## config.mk

```make
export PLATFORM = sky130hd
export DESIGN_NAME = cpu_step_controller
export DESIGN_NICKNAME = d
export VERILOG_FILES = /design/src/rtl/cpu_step_controller.sv
export SDC_FILE = /design/constraint.sdc
export NUM_CORES = 1
export LEC_CHECK = 0
export ABC_AREA = 1
export CAP_MARGIN = 15
export CELL_PAD_IN_SITES_DETAIL_PLACEMENT = 0
export CELL_PAD_IN_SITES_GLOBAL_PLACEMENT = 1
export CORE_ASPECT_RATIO = 0.7
export CORE_MARGIN = 5
export CORE_UTILIZATION = 44
export CTS_CLUSTER_DIAMETER = 100
export DETAILED_ROUTE_END_ITERATION = 10
export PLACE_DENSITY_LB_ADDON = 0.1
export SLEW_MARGIN = 10
export SYNTH_ARGS = -nofsm -noshare
export SYNTH_HDL_FRONTEND = slang
export SYNTH_SLANG_ARGS = --single-unit
export TNS_END_PERCENT = 30
```

## constraint.sdc

```tcl
create_clock -name clk_50M -period 2.1 [get_ports clk_50M]
set_input_delay 0.42 -clock clk_50M [delete_from_list [all_inputs] [get_ports clk_50M]]
set_output_delay 0.42 -clock clk_50M [all_outputs]
set_load 0.05 [all_outputs]
```

## src/rtl/cpu_step_controller.sv

```systemverilog
// CPU clock-enable sequencer on clk_50M: single-step, free-run and burst modes with halt handling.
// The CPU never sees a derived clock; it advances only on cycles where cpu_ce is high.
//
// state   | meaning
// --------+-------------------------------------------------------------
// S_IDLE  | waiting; a press steps once or starts a burst
// S_RUN   | free-run, one cpu_ce every DIV cycles
// S_BURST | counting down burst pulses at DIV spacing
// S_HALTED| CPU requested stop; a press with halt low returns to IDLE
module cpu_step_controller #(
    parameter int DIV          = 25_000_000,
    parameter int DEBOUNCE_CYC = 1_000_000,
    parameter int CNT_W        = 32
) (
    input  logic             clk_50M,
    input  logic             rst_n,
    input  logic             btn_step_n,
    input  logic             mode_run,
    input  logic             burst_en,
    input  logic [7:0]       burst_len,
    input  logic             halt,
    output logic             cpu_ce,
    output logic             busy,
    output logic             halted,
    output logic [CNT_W-1:0] step_count
);

    localparam int TICK_W = (DIV > 1) ? $clog2(DIV) : 1;
    localparam int DB_W   = (DEBOUNCE_CYC > 1) ? $clog2(DEBOUNCE_CYC) : 1;

    typedef enum logic [1:0] {S_IDLE, S_RUN, S_BURST, S_HALTED} state_t;

    state_t              state, state_nxt;
    logic                btn_meta, btn_sync, run_meta, run_s, burst_meta, burst_s;
    logic                btn_db, btn_db_q, press;
    logic [DB_W-1:0]     db_cnt;
    logic [TICK_W-1:0]   tick_cnt;
    logic                tick;
    logic [7:0]          remaining, rem_nxt;
    logic                ce_nxt, busy_nxt, halted_nxt;

    always_ff @(posedge clk_50M or negedge rst_n) begin
        if (!rst_n) begin
            btn_meta   <= 1'b1;
            btn_sync   <= 1'b1;
            run_meta   <= 1'b0;
            run_s      <= 1'b0;
            burst_meta <= 1'b0;
            burst_s    <= 1'b0;
        end else begin
            btn_meta   <= btn_step_n;
            btn_sync   <= btn_meta;
            run_meta   <= mode_run;
            run_s      <= run_meta;
            burst_meta <= burst_en;
            burst_s    <= burst_meta;
        end
    end

    // Debounced value moves only after the synchronized input has disagreed for DEBOUNCE_CYC cycles
    always_ff @(posedge clk_50M or negedge rst_n) begin
        if (!rst_n) begin
            db_cnt   <= '0;
            btn_db   <= 1'b1;
            btn_db_q <= 1'b1;
            press    <= 1'b0;
        end else begin
            btn_db_q <= btn_db;
            press    <= btn_db_q & ~btn_db;
            if (btn_sync == btn_db) begin
                db_cnt <= '0;
            end else if (db_cnt == DB_W'(DEBOUNCE_CYC - 1)) begin
                btn_db <= btn_sync;
                db_cnt <= '0;
            end else begin
                db_cnt <= db_cnt + DB_W'(1);
            end
        end
    end

    assign tick = ((state == S_RUN) || (state == S_BURST)) && (tick_cnt == TICK_W'(DIV - 1));

    always_ff @(posedge clk_50M or negedge rst_n) begin
        if (!rst_n) begin
            state      <= S_IDLE;
            remaining  <= '0;
            tick_cnt   <= '0;
            cpu_ce     <= 1'b0;
            busy       <= 1'b0;
            halted     <= 1'b0;
            step_count <= '0;
        end else begin
            state     <= state_nxt;
            remaining <= rem_nxt;
            cpu_ce    <= ce_nxt;
            busy      <= busy_nxt;
            halted    <= halted_nxt;
            if (cpu_ce)
                step_count <= step_count + CNT_W'(1);
            // Restarting the divider on every transition puts the first pulse DIV cycles after entry
            if ((state_nxt != state) || tick || !((state == S_RUN) || (state == S_BURST)))
                tick_cnt <= '0;
            else
                tick_cnt <= tick_cnt + TICK_W'(1);
        end
    end

    always_comb begin
        state_nxt = state;
        rem_nxt   = remaining;
        case (state)
            S_IDLE: begin
                if (halt)
                    state_nxt = S_HALTED;
                else if (run_s)
                    state_nxt = S_RUN;
                else if (press && burst_s && (burst_len != 8'd0)) begin
                    rem_nxt   = burst_len;
                    state_nxt = S_BURST;
                end
            end
            S_RUN: begin
                if (halt)
                    state_nxt = S_HALTED;
                else if (!run_s)
                    state_nxt = S_IDLE;
            end
            S_BURST: begin
                if (halt) begin
                    state_nxt = S_HALTED;
                    rem_nxt   = '0;
                end else if (tick) begin
                    rem_nxt = remaining - 8'd1;
                    if (remaining == 8'd1)
                        state_nxt = S_IDLE;
                end
            end
            S_HALTED: begin
                if (press && !halt)
                    state_nxt = S_IDLE;
            end
            default: state_nxt = S_IDLE;
        endcase
    end

    always_comb begin
        ce_nxt = 1'b0;
        case (state)
            S_IDLE:  ce_nxt = !halt && !run_s && press && !burst_s;
            S_RUN:   ce_nxt = !halt && run_s && tick;
            S_BURST: ce_nxt = !halt && tick;
            default: ce_nxt = 1'b0;
        endcase
        busy_nxt   = (state_nxt == S_RUN) || (state_nxt == S_BURST);
        halted_nxt = (state_nxt == S_HALTED);
    end

endmodule

```

Word level (Yosys, flattened, before mapping):

Index checks and enable logic that the tools add are counted.
Widths: inputs -> output; s select.

* equality and inequality tests: 15
* add/sub/neg operators: 4
* multiplexer cells: 20
* bitwise logic cells: 3
* reductions and logical operators: 23

Operators with widths (number)
* $mux 20: 2
* $mux 8: 5
* $add 32x1->32 const B: 1
* $add 25x1->25 const B: 1
* $eq 25x25->1 const B: 1
* $mux 25: 1
* $add 20x1->20 const B: 1
* $eq 20x20->1 const B: 1
* $mux 2: 9
* $pmux 8 s2: 1
* $logic_and 1x1->1: 10
* $eq 2x2->1 const B: 4
* $eq 8x1->1 const B: 1
* $pmux 2 s4: 1
* $reduce_bool 8->1: 1
* $sub 8x1->8 const B: 1
* $ne 2x2->1 const B: 3
* $reduce_and 5->1: 1
* $eq 2x1->1 const B: 2
* $logic_not 1->1: 4
* $logic_or 1x1->1: 4
* $ne 3x3->1 const B: 1
* $pmux 1 s3: 1
* $logic_not 2->1: 1
* 6 further kinds: 7

* input port bits: 14
* bits in registers: 99
* word-level logic and storage cells: 82

Longest topological paths before layout:

Gate-level depths: netlist (run 1).

* word-level depth: 10
* depth in mapped cells: 14
* depth with buffers taken out: 13

Worst setup path before layout (run 1):

OpenSTA, ideal clock, no wires.

* path type: register to register
* start: reg step_count[0]
* end: reg step_count[30]
* required time: 1959 ps
* setup time: 141 ps
* slack: 22 ps
* clock period less this slack: 2078 ps
* stages on the path, launching flop included: 12
* path buffers: 0
* arrival: 1936 ps
* path through: dfrtp_1 -> ha_1 -> nand3_2 -> nor2_2 -> nand3_2 -> nor2_4 -> nand2_2 -> inv_2 -> nand3_4 -> nor2_4 -> nand2_1 -> xnor2_1

* longest elaborated chain between the ends: 1

Ends and longest elaborated chain
* start, declared: line 25 `output logic [CNT_W-1:0] step_count`
* start signal, assigned: line 99 `step_count <= step_count + CNT_W'(1);`
* $add 32x1->32: line 99

Every way passes these cells.
A chain may end at the register's enable or synchronous reset.

Final worst setup path (run 1):

* start: reg step_count[19]
* end: out step_count[19]

No word-level cell between the ends.

==> results.sh, run 1 <==
export IMPL_syn_area_sq_um=5510
export IMPL_rsz0062_at_grt="yes"
export IMPL_routed_wl_um=12300
export IMPL_cts_sinks=99
export IMPL_setup_viol=0
export IMPL_reg2regPathDepth=13
export IMPL_io_buffers=48
export IMPL_run_status="finished clean"
export IMPL_grt_pass1_wl_um=21200
export IMPL_maxCapViolCount=0
export IMPL_slew_limit_headroom=0.649
export IMPL_finClkSkew_ns=0.0109
export IMPL_synth_fa_ha_area_frac=0.0250
export IMPL_cp_slowest_stage_delay_ns=0.84
export IMPL_synth_nets=663
export IMPL_powerDensity_nw_per_um2=944
export IMPL_die_h_um=104
export IMPL_clk_latency_ns=0.35
export IMPL_worst_slew_pin_slew_ns=0.525
export IMPL_syn_avg_cell_area_sq_um=8.64
export IMPL_fin_crit_sh=0.973
export IMPL_worst_path_buf_inv=1
export IMPL_start_kind="flip-flop"
export IMPL_drtPass1Iterations=4
export IMPL_worstSetupStartpoint="step_count[19]$_DFFE_PN0P_"
export IMPL_yosys_top_cells_area="dfrtp_1, nand2_1, xor2_1"
export IMPL_routabilityCongestion=0.878
export IMPL_fp_coreArea_sq_um=12300
export IMPL_drt_iter0_drc=226
export IMPL_initial_core_util=0.447
export IMPL_ant_nets=0
export IMPL_placedCellCount=859
export IMPL_fin_area_sq_um=6770
export IMPL_die_x_um=144
export IMPL_slew_viol_final=0
export IMPL_track_usage=0.174
export IMPL_nets=735
export IMPL_hold_violations=0
export IMPL_clk_pin_slew_ns=0.08
export IMPL_cp_required_ns=1.68
export IMPL_reg2reg_to="tick_cnt[19]$_DFF_PN0_"
export IMPL_final_min_clock_period_ns=2.04
export IMPL_wl_per_cell_um=14.1
export IMPL_clockRootBuffer="clkbuf_16"
export IMPL_yosys_area_share_simple=0.308
export IMPL_yosysTopAreaCellShare=0.431
export IMPL_cp_max_fo=4
export IMPL_area_growth_syn_to_layout_pct=22.7
export IMPL_r2r_setup_slack_ns=0.14
export IMPL_r2r_start="state[0]$_DFF_PN0_"
export IMPL_crit_chain="clkdlybuf4s50_1"
export IMPL_clockBufferDepth=2
export IMPL_synth_distinct_cells=40
export IMPL_synth_seq_cells=99
export IMPL_diodes=0
export IMPL_synth_compound_area_frac=0.0481
export IMPL_grt_overflow=0
export IMPL_max_freq_mhz=489
export IMPL_worst_setup_path_end_kind="output port"
export IMPL_setup_tns_ns=0
export IMPL_cts_tree="yes"
export IMPL_p_leak_uw=0.00286
export IMPL_io_pins=49
export IMPL_synth_cells=638
export IMPL_synth_warnings=0
export IMPL_die_area_sq_um=14900
export IMPL_crit_family="buffers and inverters"
export IMPL_viasPerCell=4.90
export IMPL_hold_class="primary input to asynchronous set/reset pin"
export IMPL_layout_drive_gt1_share=0.196
export IMPL_ir_drop_mv=0.976
export IMPL_layout_setup_ws_ns=0.0567
export IMPL_ys_seq_area_frac=0.450
export IMPL_num_rows=34
export IMPL_grt_pass1_vias=4238
export IMPL_arrival_ns=1.62
export IMPL_synth_mux_area_frac=0.00204
export IMPL_htreeDepth=3
export IMPL_p_total_uw=6390
export IMPL_ctsHoldBuffers=0
export IMPL_synth_xor_xnor_area_share=0.0921
export IMPL_grt_max_degree=37
export IMPL_vias=4296
export IMPL_place_ws_ns=-0.120
export IMPL_synth_largest_area_cell="dfrtp_1"
export IMPL_antenna_found_initial=0
export IMPL_synth_top_family_by_area="simple AND/OR/NAND/NOR gates"
export IMPL_slowest_stage="clkdlybuf4s50_1"
export IMPL_drc=0
export IMPL_place_area_sq_um=6320
export IMPL_final_cells=877
export IMPL_crit_type="flip-flop to output port"
export IMPL_cts_buffers_inserted=9
export IMPL_hpwl_um=9180
==> what timing repair did <==
action,in CTS,in global routing
setup endpoints to repair,0,38
gates resized for setup,0,25
setup buffers,0,0
==> state kept, by name (all words and copies together), names as in the netlist <==
register	count
btn_db	1
btn_db_q	1
btn_meta	1
btn_sync	1
burst_meta	1
burst_s	1
busy	1
cpu_ce	1
db_cnt	20
halted	1
press	1
remaining	8
run_meta	1
run_s	1
state	2
step_count	32
tick_cnt	25
==> cell usage after synthesis, drive strengths merged <==
cell,count
o21a,3
ha,11
a31oi,2
buf,6
or3,1
o21ai,20
nor2,75
o21bai,1
xor2,45
xnor2,13
mux2,1
inv,94
o22ai,3
nor3,56
a211oi,1
a21boi,1
a21oi,16
nand2,130
nor3b,2
and3,1
nand4,9
nand3,38
nor4,9
dfstp,4
dfrtp,95
o32ai,1
==> layout by cell type, fill, tap and decap left out, types with 17 or more instances in the layout <==
master	Yosys	routed
nand2_1	118	112
dfrtp_1	95	94
inv_1	78	77
nor2_1	59	58
xor2_1	45	45
clkdlybuf4s50_1	0	39
nor3_2	26	30
nand3_1	30	29
nor3_1	29	25
inv_2	16	17
nand2_2	11	17
==> power breakdown <==
group	switching (uW)	internal (uW)
logic	1500	1020
clock network	782	943
registers	90.4	2050
total	2380	4010
==> final cells by class <==
type                       count  area (sq um)
clock buffer                   9           225
sequential                    99          2480
tap                          162           203
inverter                      94           353
clock inverter                 7          83.8
multi-input combinational    439          2680
timing repair buffer          67           736
fill                        1177          5570
==> kinds of logic (layout without fill, tap and decap cells) <==
logic type / Yosys count / after routing
AO/OA/AOI/OAI: 48 / 48
XOR/XNOR: 58 / 58
adder cells (fa/ha/maj): 11 / 11
buffers and inverters: 100 / 177
flip-flops: 99 / 99
multiplexers: 1 / 1
AND/OR/NAND/NOR: 321 / 321
==> per-layer routing <==
layer  share of wire  global-route usage
met1            0.53               0.280
met2            0.41               0.235
met3           0.049              0.0419
met4           0.011              0.0370
met5               0                   0
==> worst max-delay path by stage <==
stage,endpoint,depth (start not counted)
floorplan,step_count[30]$_DFFE_PN0P_,11
detailed placement,tick_cnt[2]$_DFF_PN0_,12
global placement,tick_cnt[0]$_DFF_PN0_,11
finish,step_count[19],1
CTS,step_count[23],1
global route,step_count[26]$_DFFE_PN0P_,11
==> per-stage QoR <==
step                hold WS, ns   util
floorplan                 0.124      -
global placement          0.334  0.512
detailed placement        0.346  0.512
CTS                      0.0417  0.537
global route             0.0509  0.548
finish                   0.0263  0.548
Power figures use the tool's default switching activity.
==> run 2: changes to the inputs <==
CORE_MARGIN = 4   (was 5)
TNS_END_PERCENT = not set   (was 30)
==> run 2 against run 1 <==
Net effect: clock power down 3%; clock skew down 0.0025 ns; register-to-register slack about the same; core utilization up 1.6 points; flip-flop and latch count unchanged; first-iteration DRC count up 17%; global-route usage up 1.4 points; combinational power about the same; maximum frequency down 0.18%; critical endpoint is now step_count[18]; largest power group unchanged.
==> results.sh, run 2 (synthesis results as in run 1) <==
export IMPL_hold_violations=0
export IMPL_setup_tns_ns=0
export IMPL_die_area_sq_um=14400
export IMPL_ir_drop_mv=0.702
export IMPL_clk_latency_ns=0.35
export IMPL_top_regs="step_count (32), tick_cnt (25), db_cnt (20)"
export IMPL_area_growth_syn_to_layout_pct=22.5
export IMPL_worst_slew_pin_slew_ns=0.547
export IMPL_drc=0
export IMPL_worst_path_buf_inv=1
export IMPL_cp_max_fo=5
export IMPL_reg2regPathDepth=14
export IMPL_cts_buffers_inserted=9
export IMPL_viasPerCell=5.00
export IMPL_wl_per_cell_um=14.5
export IMPL_layout_drive_gt1_share=0.191
export IMPL_fp_coreArea_sq_um=12000
export IMPL_worst_setup_path_end_kind="output port"
export IMPL_crit_family="buffers and inverters"
export IMPL_clk_pin_slew_ns=0.07
export IMPL_crit_type="flip-flop to output port"
export IMPL_layout_cells_most_common_list="nand2_1, dfrtp_1, inv_1"
export IMPL_combPwrFrac=0.397
export IMPL_r2r_setup_slack_ns=0.13
export IMPL_grt_overflow=0
export IMPL_powerDensity_nw_per_um2=934
export IMPL_hold_class="flip-flop to flip-flop"
export IMPL_p_sw_frac=0.361
export IMPL_final_min_clock_period_ns=2.05
export IMPL_cp_slowest_stage_delay_ns=0.84
export IMPL_maxCapViolCount=0
export IMPL_arrival_ns=1.63
export IMPL_io_pins=49
export IMPL_track_usage=0.188
export IMPL_cp_required_ns=1.68
export IMPL_top_register="step_count"
export IMPL_reg2reg_to="tick_cnt[0]$_DFF_PN0_"
export IMPL_crit_chain="clkdlybuf4s50_1"
export IMPL_setup_viol=0
export IMPL_htreeDepth=3
export IMPL_hpwl_um=9510
export IMPL_slew_viol_final=0
export IMPL_nets=738
export IMPL_drtPass1Iterations=4
export IMPL_initial_core_util=0.460
export IMPL_ant_nets=0
export IMPL_antenna_found_initial=0
export IMPL_r2r_start="state[0]$_DFF_PN0_"
export IMPL_clockRootBuffer="clkbuf_16"
export IMPL_worstSetupStartpoint="step_count[18]$_DFFE_PN0P_"
export IMPL_io_buffers=48
export IMPL_p_clk_frac=0.263
export IMPL_slowest_stage="clkdlybuf4s50_1"
export IMPL_drt_iter0_drc=265
export IMPL_cts_sinks=99
export IMPL_final_common_cell="nand2_1"
export IMPL_fin_crit_sh=0.975
export IMPL_finClkSkew_ns=0.00836
export IMPL_post_cts_buffers=0
export IMPL_die_h_um=102
export IMPL_routabilityCongestion=0.836
export IMPL_power_internal_uw=4030
export IMPL_layout_setup_ws_ns=0.0531
export IMPL_grt_max_degree=36
export IMPL_diodes=0
export IMPL_grt_pass1_wl_um=21700
export IMPL_largest_reg_flops=32
export IMPL_p_leak_uw=0.00282
export IMPL_die_x_um=142
export IMPL_fillerInstances=1099
export IMPL_p_sw_uw=2280
export IMPL_num_rows=33
export IMPL_place_ws_ns=-0.148
export IMPL_whs_path_depth=0
export IMPL_max_freq_mhz=489
export IMPL_p_seq_frac=0.340
export IMPL_vias=4372
export IMPL_grt_pass1_vias=4303
export IMPL_start_kind="flip-flop"
export IMPL_routed_wl_um=12700
export IMPL_clockBufferDepth=2
export IMPL_critical_path_depth=1
export IMPL_run_status="finished clean"
export IMPL_slew_limit_headroom=0.634
export IMPL_cts_tree="yes"
export IMPL_endpoint="step_count[18]"
-- run 2: what timing repair did --
item	CTS	global route
cloned	0	2
hold endpoints to repair	23	0
pin swaps	0	5
gates resized for setup	1	19
hold buffers	1	0
setup endpoints to repair	1	38
-- run 2: metal layers --
metal | share of wire | vias up | GRT usage
li1 | - | 2191 | -
met1 | 0.52 | 2075 | 0.286
met2 | 0.42 | 94 | 0.269
met3 | 0.056 | 12 | 0.0500
met4 | 0.0093 | 0 | 0.0406
met5 | 0 | - | 0
-- run 2: per-stage QoR --
| stage | area, sq um | cells | util | hold slack [ns] | total power [uW] |
|---|---|---|---|---|---|
| 6_report | 6760 | 875 | 0.564 | 0.351 | 6310 |
| 5_1_grt | 6760 | 875 | 0.564 | 0.365 | 6720 |
| 3_3_place_gp | 6330 | 856 | 0.529 | 0.336 | 4280 |
| 4_1_cts | 6640 | 873 | 0.554 | 0.357 | 6030 |
| 2_1_floorplan | 5510 | 638 | - | 0.124 | 3570 |
| 3_5_place_dp | 6330 | 856 | 0.529 | 0.342 | 4330 |
-- run 2: worst min-delay path by stage --
stage                              start                   end  slack (ns)
finish              burst_meta$_DFF_PN0_     burst_s$_DFF_PN0_        0.35
global route          btn_meta$_DFF_PN1_    btn_sync$_DFF_PN1_        0.36
CTS                 burst_meta$_DFF_PN0_     burst_s$_DFF_PN0_        0.36
detailed placement  burst_meta$_DFF_PN0_     burst_s$_DFF_PN0_        0.34
global placement    burst_meta$_DFF_PN0_     burst_s$_DFF_PN0_        0.34
floorplan                          rst_n  burst_meta$_DFF_PN0_        0.12
-- run 2: layout make-up --
cell class | instances | area [sq um] | area share
clock buffers | 10 | 229 | 0.0339
flip-flops and latches | 99 | 2480 | 0.367
well taps | 157 | 196 | 0.0291
repair buffers | 70 | 747 | 0.111
inverters | 94 | 355 | 0.0526
multi-input cells | 439 | 2680 | 0.397
clock inverters | 6 | 65.1 | 0.00963
-- run 2: power by group through the flow --
| stage | clock (uW) | combinational, uW | sequential, uW |
|---|---|---|---|
| global placement | 0 | 2110 | 2170 |
| finish | 1660 | 2510 | 2140 |
| global route | 1810 | 2740 | 2160 |
| floorplan | 0 | 1340 | 2230 |
| CTS | 1720 | 2160 | 2140 |
| detailed placement | 0 | 2160 | 2170 |
